**src/rtl/io_interrupt_controller.sv**
```systemverilog
// io_interrupt_controller: edge-triggered interrupt FSM with pulse holdoff,
// a one-word processor input register and a processor output FIFO.
module io_interrupt_controller #(
    parameter int NUM_SRC    = 4,
    parameter int HOLDOFF    = 4,
    parameter int FIFO_DEPTH = 4
) (
    input  logic                          clk,
    input  logic                          rst,
    input  logic [NUM_SRC-1:0]            ext_irq_req,
    output logic                          interrupt_signal,
    output logic [$clog2(NUM_SRC)-1:0]    irq_id,
    input  logic [15:0]                   ext_in_data,
    input  logic                          ext_in_valid,
    output logic                          ext_in_ready,
    output logic [15:0]                   input_port,
    output logic                          input_avail,
    input  logic                          in_read,
    input  logic [15:0]                   out_port,
    input  logic                          out_en,
    output logic [15:0]                   ext_out_data,
    output logic                          ext_out_valid,
    input  logic                          ext_out_ready,
    output logic [$clog2(FIFO_DEPTH):0]   fifo_count,
    output logic                          overflow
);
    localparam int IW   = $clog2(NUM_SRC);
    localparam int AW   = $clog2(FIFO_DEPTH);
    localparam int NW   = AW + 1;
    localparam int CW   = $clog2(HOLDOFF) + 1;
    localparam logic [1:0] IDLE = 2'd0;
    localparam logic [1:0] FIRE = 2'd1;
    localparam logic [1:0] HOLD = 2'd2;

    logic [1:0]         state;
    logic [NUM_SRC-1:0] pending, req_q, clr_mask;
    logic [CW-1:0]      cnt, cnt_dec;
    logic [IW-1:0]      lowest;
    logic [15:0]        mem [FIFO_DEPTH];
    logic [AW-1:0]      wr_ptr, rd_ptr;
    logic               push, pop, full;

    always_comb begin
        lowest = '0;
        for (int i = NUM_SRC - 1; i >= 0; i--)
            if (pending[i]) lowest = IW'(i);
    end

    assign interrupt_signal = (state == FIRE);
    assign clr_mask = (state == FIRE) ? (NUM_SRC'(1) << irq_id) : '0;
    assign cnt_dec  = (cnt == '0) ? '0 : cnt - 1'b1;

    // The holdoff count starts at FIRE entry so the idle gap is exactly HOLDOFF cycles.
    // A fresh edge on the serviced source is OR-ed after the clear, so the set wins.
    always_ff @(posedge clk) begin
        if (!rst) begin
            state   <= IDLE;
            pending <= '0;
            req_q   <= ext_irq_req;
            cnt     <= '0;
            irq_id  <= '0;
        end else begin
            req_q   <= ext_irq_req;
            pending <= (pending & ~clr_mask) | (ext_irq_req & ~req_q);
            case (state)
                IDLE: if (|pending) begin
                    state  <= FIRE;
                    irq_id <= lowest;
                    cnt    <= CW'(HOLDOFF - 1);
                end
                FIRE: begin
                    state <= HOLD;
                    cnt   <= cnt_dec;
                end
                default: begin
                    state <= (cnt == '0) ? IDLE : HOLD;
                    cnt   <= cnt_dec;
                end
            endcase
        end
    end

    assign ext_in_ready = !input_avail;

    always_ff @(posedge clk) begin
        if (!rst) begin
            input_port  <= '0;
            input_avail <= 1'b0;
        end else if (ext_in_valid && !input_avail) begin
            input_port  <= ext_in_data;
            input_avail <= 1'b1;
        end else if (in_read) begin
            input_avail <= 1'b0;
        end
    end

    assign full          = (fifo_count == NW'(FIFO_DEPTH));
    assign ext_out_valid = (fifo_count != '0);
    assign ext_out_data  = mem[rd_ptr];
    assign pop           = ext_out_valid && ext_out_ready;
    assign push          = out_en && (!full || pop);

    always_ff @(posedge clk) begin
        if (push) mem[wr_ptr] <= out_port;
    end

    always_ff @(posedge clk) begin
        if (!rst) begin
            wr_ptr     <= '0;
            rd_ptr     <= '0;
            fifo_count <= '0;
            overflow   <= 1'b0;
        end else begin
            wr_ptr     <= push ? wr_ptr + 1'b1 : wr_ptr;
            rd_ptr     <= pop ? rd_ptr + 1'b1 : rd_ptr;
            fifo_count <= fifo_count + NW'(push) - NW'(pop);
            overflow   <= overflow | (out_en && !push);
        end
    end
endmodule

```
**config.mk**
```make
export PLATFORM = sky130hd
export DESIGN_NAME = io_interrupt_controller
export DESIGN_NICKNAME = d
export VERILOG_FILES = /design/src/rtl/io_interrupt_controller.sv
export SDC_FILE = /design/constraint.sdc
export NUM_CORES = 1
export LEC_CHECK = 0
export ABC_AREA = 1
export CAP_MARGIN = 20
export CORE_MARGIN = 2
export CORE_UTILIZATION = 35
export CTS_CLUSTER_DIAMETER = 200
export DETAILED_ROUTE_END_ITERATION = 8
export SLEW_MARGIN = 20
export SYNTH_ARGS = -nofsm -noshare
export SYNTH_HDL_FRONTEND = slang
export SYNTH_SLANG_ARGS = --single-unit
```
**constraint.sdc**
```tcl
create_clock -name clk -period 5 [get_ports clk]
set_input_delay 1 -clock clk [delete_from_list [all_inputs] [get_ports clk]]
set_output_delay 1 -clock clk [all_outputs]
set_load 0.02 [all_outputs]
```
# Yosys cells after proc, flatten, opt, wreduce, memory -nomap -nowiden
# Memories as Yosys holds them, arrays and structs flattened. A register that Yosys moved wholly into a read port is not among the register bits.
# Cells that the tools add are included.
# word_totals
ff_bits	40
latch_bits	0
mem_bits_rw	64
romBits	0
input_bits	42
out_inout_bits	42
elab_cells	58
n_memories	1
# mem_list
memory	words	word_bits	read_ports	rd_clocked_by_memory_dff	wr	line_no	source
mem	4	16	1	1	1	39	logic [15:0] mem [FIFO_DEPTH];
# classes
addsub	5
mul	0
n_div	0
n_lt_le_gt_ge	0
n_eq_ne	3
shift	1
muxes	17
bitwise_logic	6
reduce_logical	14
# op_table
op	n
two-way mux 2 bit	8
two-way mux 3 bit	3
bitwise AND 4 bit	2
inverter 4 bit	2
adder 2 x 1 -> 2 bit (second input constant)	2
logical AND 1 bit	4
two-way mux 1 bit	4
two-way mux 4 bit	1
OR 4 bit	1
case mux 2 bit (2 select lines)	1
OR reduction 4 bit	1
left shift 1 x 2 -> 4 bit (first input constant)	1
adder 3 x 1 -> 3 bit	1
equality test 3 bit (second input constant)	1
logical NOT 1 bit	3
logical NOT 3 bit	1
nonzero test 3 bit	1
subtractor 3 x 1 -> 3 bit	1
subtractor 3 x 1 -> 3 bit (second input constant)	1
equality test 2 x 1 -> 1 bit (second input constant)	1
logical NOT 2 bit	1
inequality test 2 bit (second input constant)	1
AND reduction 2 bit	1
nonzero test 2 bit	1
2 further kinds	2

# Depth between registers and ports, before layout
# depth
depth_word	7
depth_mapped	10
mapped_depth_nobuf	10

# Worst setup path before layout
# OpenSTA, ideal clock, no wires.
# synth_timing
path_type	input to register
startpoint	input ext_out_ready
endpoint	register fifo_count[2]
setup_ps	118
arrival_ps	2247
required_ps	4882
slack_ps	2635
stages	9
n_path_buf	0
cell_sequence	inv_1 -> nand3_2 -> nand2_4 -> ha_1 -> inv_1 -> ha_1 -> fa_1 -> xor2_1 -> nor2_1
# synth_between
elab_chain_len	5
# synth_rtl
item	line_no	source
start: declaration	23	input logic ext_out_ready,
logical AND 1 bit (*)	100	assign pop = ext_out_valid && ext_out_ready;
logical OR 1 bit	101	assign push = out_en && (!full || pop);
logical AND 1 bit	101	
adder 3 x 1 -> 3 bit	116	fifo_count <= fifo_count + NW'(push) - NW'(pop);
subtractor 3 x 1 -> 3 bit (*)	116	
end signal: assignment	116	
end: declaration	24	output logic [$clog2(FIFO_DEPTH):0] fifo_count,
# Every way passes the cells marked *; elsewhere a longest branch is shown, timed or not.
# A chain may end at the register's enable or synchronous reset.

==> metrics.sh <==
GPL_WTD_CONG=0.742
MIN_FROM='overflow'
BUFFER_PORTS.INSERTED=83
DR.FIRST_ITER.DRC_COUNT=157
LARGEST_FAMILY_OF_LOGIC_CELLS_BY_SYNTHESIZED_AREA='simple AND/OR/NAND/NOR gates'
POST_CTS_RESIZE_COUNT=0
SYN-INSTANCE-COUNT=373
SYNTH_FP_NETS=422
ADDER_CELL_SHARE_OF_THE_SYNTHESIZED_AREA_PCT=2.33
FIN_UTIL_PCT=47.2
POWER_LEAKAGE_uW=0.00197
FINALSETUPVIOLATIONS=0
GRT_FIRST_PASS_WIRELENGTH_MM=13.1
CRIT_FANOUT=33
DRT_WL_TOTAL_MM=8.08
P_PER_AREA_nW_PER_UM2=460
SYNTH_COMPOUND_AREA_SHARE_PCT=10.9
AREA_OF_COMBINATIONAL_CELLS_WITH_MULTIPLE_INPUTS_UM2=1110
CP_NUM_BUF_INV=3
TIMING.SETUP.CRITICAL_PATH_CLASS='flop to primary output'
IRDROPWORSTVDD_V=0.000222
TIMING.FMAX_MHz=303
YS_FF_LATCH=106
VIA_PER_INST=4.65
POST_ROUTE_CELLS_DRIVE_ABOVE_1_SHARE_PCT=8.84
TIMING.CRITICAL_PATH.CELLS='buf_4, inv_2, nor2_1, o22ai_1, clkdlybuf4s50_1'
VIAS_IN_THE_FIRST_GLOBAL_ROUTE=2701
ANT_NETS=0
R2R_SETUP_SLACK_NS=3.08
ANTENNA_VIOLATIONS_BEFORE_REPAIR=0
CRIT_FAMILY='buffers and inverters'
MOST-COMMON-LAYOUT-CELLS='sky130_fd_sc_hd__clkdlybuf4s50_1, sky130_fd_sc_hd__nor2_1, sky130_fd_sc_hd__edfxtp_1, sky130_fd_sc_hd__dfxtp_1, sky130_fd_sc_hd__o21ai_1'
POSTCTSSETUPBUFFERS=0
TRITONCTS='built'
SYNTH_XOR_XNOR_AREA_SHARE_PCT=0.215
R2R.WORST_PATH.CELLS=10
WORST_SETUP_PATH_END_KIND='primary output'
LAYOUT.CELLS.MOST_COMMON='sky130_fd_sc_hd__clkdlybuf4s50_1'
CORE-AREA_UM2=11400
SEQUENTIAL_AREA_SHARE_AFTER_SYNTHESIS_PCT=67.8
DETAIL_ROUTE.FIRST_PASS.ITERATIONS=4
WORSTHOLDPATHTYPE='flop to flop'
POST_SYNTH_INSTANCE_AREA_UM2=4080
NUMCTSBUFFERS=9
RSZ0062_AT_GRT='no'
SYNTHTOLAYOUTAREAGROWTH_PCT=31.6
POST_SYNTHESIS_SHARE_OF_CELL_AREA_SPENT_ON_AND_OR_NAND_AND_NOR_GATES_PCT=13.7
CLK_LATENCY_NS=0.34
FINALSETUPTNS_NS=0
CLK_TRANSITION_REPORTED_PATHS_NS=0.07
DIE_AREA_UM2=12500
YOSYSWARNINGCOUNT=0
POST_SYNTH_MUX_AREA_SHARE_PCT=0
INITIAL_CORE_UTIL_PCT=35.8
TOP_LEVEL_PORTS=84
PERIOD_SHARE_PCT=66.0
WORST-SLEW-PIN-TRANSITION_NS=0.787
FIN_TOTAL_PWR_uW=2470
PERIOD_MINUS_SLACK_NS=3.30
FLOORPLAN.DIE.WIDTH_UM=112
GRT_START_MAX_NET_PINS=34
CLOCKBUFFERDEPTH=2
GRT_USAGE_PCT=13.3
SLOWEST_STAGE='sky130_fd_sc_hd__clkdlybuf4s50_1'
NUM-NETS-FINAL=508
WIRE_PER_INST_UM=13.3
REG2REG_FROM='fifo_count[1]'
HOLD_VIOL_FINAL=0
CTS_ROOT_BUF='sky130_fd_sc_hd__clkbuf_16'
TIMING.CRITICAL_PATH.REQUIRED_NS=4.00
WORST_CLOCK_SKEW_NS=0.00654
HOLD_WS_NS=0.460
REGAREA_UM2=2760
NUMCLOCKSINKS=106
WORST_HOLD_PATH.NUM_CELLS=2
PEAK_PER_STAGE_DELAY_ON_THE_CRITICAL_PATH_NS=0.64
CRIT_PATH_START_KIND='flop'
RELSLEWSLACK_PCT=47.4
SYN_AREA_PER_CELL_UM2=10.9
DRC=0
LAYOUT.FILLER_CELLS=1062
GR-TOTAL-OVERFLOW=0
CTS_HTREE_LEVELS=3
WHS_ENDPOINT='overflow'
REGTOREGENDPOINT='fifo_count[2]'
CRITICAL_PATH_ARRIVAL_NS=2.30
SYNTH_CELL_TYPES=27
MAX-CAP-VIOLATIONS=0
CTSHOLDBUFFERS=0
DPL.HPWL_MM=5.16
RUN_STATUS='finished clean'
DIE_H_UM=112
CORE.ROWCOUNT=39
ANT_DIODES=0
ROUTE.VIAS.TOTAL=2822
FINALMAXSLEWVIOLATIONS=0
layout make-up:
class	instances	share of cell area, %
Sequential cell	106	51.5
Multi-Input combinational cell	220	20.7
Timing Repair Buffer	88	16.2
Clock buffer	9	4.20
Tap cell	143	3.34
Inverter	34	2.38
Clock inverter	7	1.70
routing by layer:
layer	vias up	global-route usage [%]	wire length, um	part of all wire, %
met5	-	0	0	0
met4	0	4.20	89	1.1
met3	7	4.95	550	6.8
met2	87	21.4	3650	45
met1	1282	16.8	3790	47
li1	1446	-	-	-
synthesized netlist by cell type:
cell	n	area, um2
sky130_fd_sc_hd__nand3_2	1	10.0
sky130_fd_sc_hd__buf_4	2	15.0
sky130_fd_sc_hd__edfxtp_1	64	1920
sky130_fd_sc_hd__o21a_1	1	7.51
sky130_fd_sc_hd__a21oi_1	10	50.1
sky130_fd_sc_hd__inv_1	27	101
sky130_fd_sc_hd__o22ai_1	16	100
sky130_fd_sc_hd__nand3_1	11	55.1
sky130_fd_sc_hd__buf_6	1	11.3
sky130_fd_sc_hd__nor2_1	79	297
sky130_fd_sc_hd__dfxtp_1	42	841
sky130_fd_sc_hd__nand2_4	1	11.3
sky130_fd_sc_hd__ha_1	6	75.1
sky130_fd_sc_hd__fa_1	1	20.0
sky130_fd_sc_hd__o21ai_1	32	160
sky130_fd_sc_hd__clkbuf_2	1	5.00
sky130_fd_sc_hd__nand2_1	25	93.8
sky130_fd_sc_hd__nand2_2	5	31.3
sky130_fd_sc_hd__buf_2	9	45.0
sky130_fd_sc_hd__a21oi_2	2	17.5
sky130_fd_sc_hd__o21ai_0	22	110
sky130_fd_sc_hd__xor2_1	1	8.76
sky130_fd_sc_hd__nor3_1	1	5.00
sky130_fd_sc_hd__nor2_4	3	33.8
sky130_fd_sc_hd__inv_2	7	26.3
sky130_fd_sc_hd__nor3_2	1	10.0
sky130_fd_sc_hd__nand4_1	2	12.5
cell families (layout without fill, tap and decap cells):
logic type	after synthesis	after routing
flip-flops	106	106
buffers and inverters	47	138
adder cells (fa/ha/maj)	7	7
AND/OR/NAND/NOR	129	129
XOR/XNOR	1	1
AO/OA/AOI/OAI	83	83
metrics by stage:
| step | cell area [um2] | std cells | setup slack [ns] |
|---|---|---|---|
| after global routing | 5360 | 607 | 1.49 |
| after floorplan | 4080 | 373 | 2.64 |
| after detailed placement | 5050 | 591 | 1.98 |
| after global placement | 5050 | 591 | 2.00 |
| after CTS | 5360 | 607 | 1.68 |
| final | 5360 | 607 | 1.70 |
power by group:
group,internal (uW),switching (uW),total [uW]
Clock,403,329,733
Sequential,1010,53.7,1060
Combinational,289,385,674
Total,1700,768,2470
worst max path at each step:
stage,endpoint,cells after the start,from
2_1_floorplan,fifo_count[2],9,ext_out_ready
3_3_place_gp,fifo_count[2],10,ext_out_ready
3_5_place_dp,fifo_count[2],10,ext_out_ready
4_1_cts,ext_out_data[2],5,flop
5_1_grt,ext_out_data[2],5,flop
6_report,ext_out_data[2],5,flop
worst register-to-register path, stage by stage (launching register included):
cell,delay (ns)
sky130_fd_sc_hd__dfxtp_1,0.37
sky130_fd_sc_hd__nor2_4,0.15
sky130_fd_sc_hd__nand2_2,0.08
sky130_fd_sc_hd__nand2_2,0.09
sky130_fd_sc_hd__inv_2,0.05
sky130_fd_sc_hd__ha_1,0.26
sky130_fd_sc_hd__inv_1,0.04
sky130_fd_sc_hd__ha_1,0.18
sky130_fd_sc_hd__fa_1,0.38
sky130_fd_sc_hd__xor2_1,0.16
sky130_fd_sc_hd__nor2_1,0.05
sequential cells by signal, summed over array words and instances (netlist names), named ones only:
| name | count |
|---|---|
| cnt | 3 |
| fifo_count | 3 |
| input_avail | 1 |
| input_port | 16 |
| irq_id | 2 |
| mem | 64 |
| overflow | 1 |
| pending | 4 |
| rd_ptr | 2 |
| req_q | 4 |
| state | 2 |
| wr_ptr | 2 |
Power figures use the tool's default switching activity.
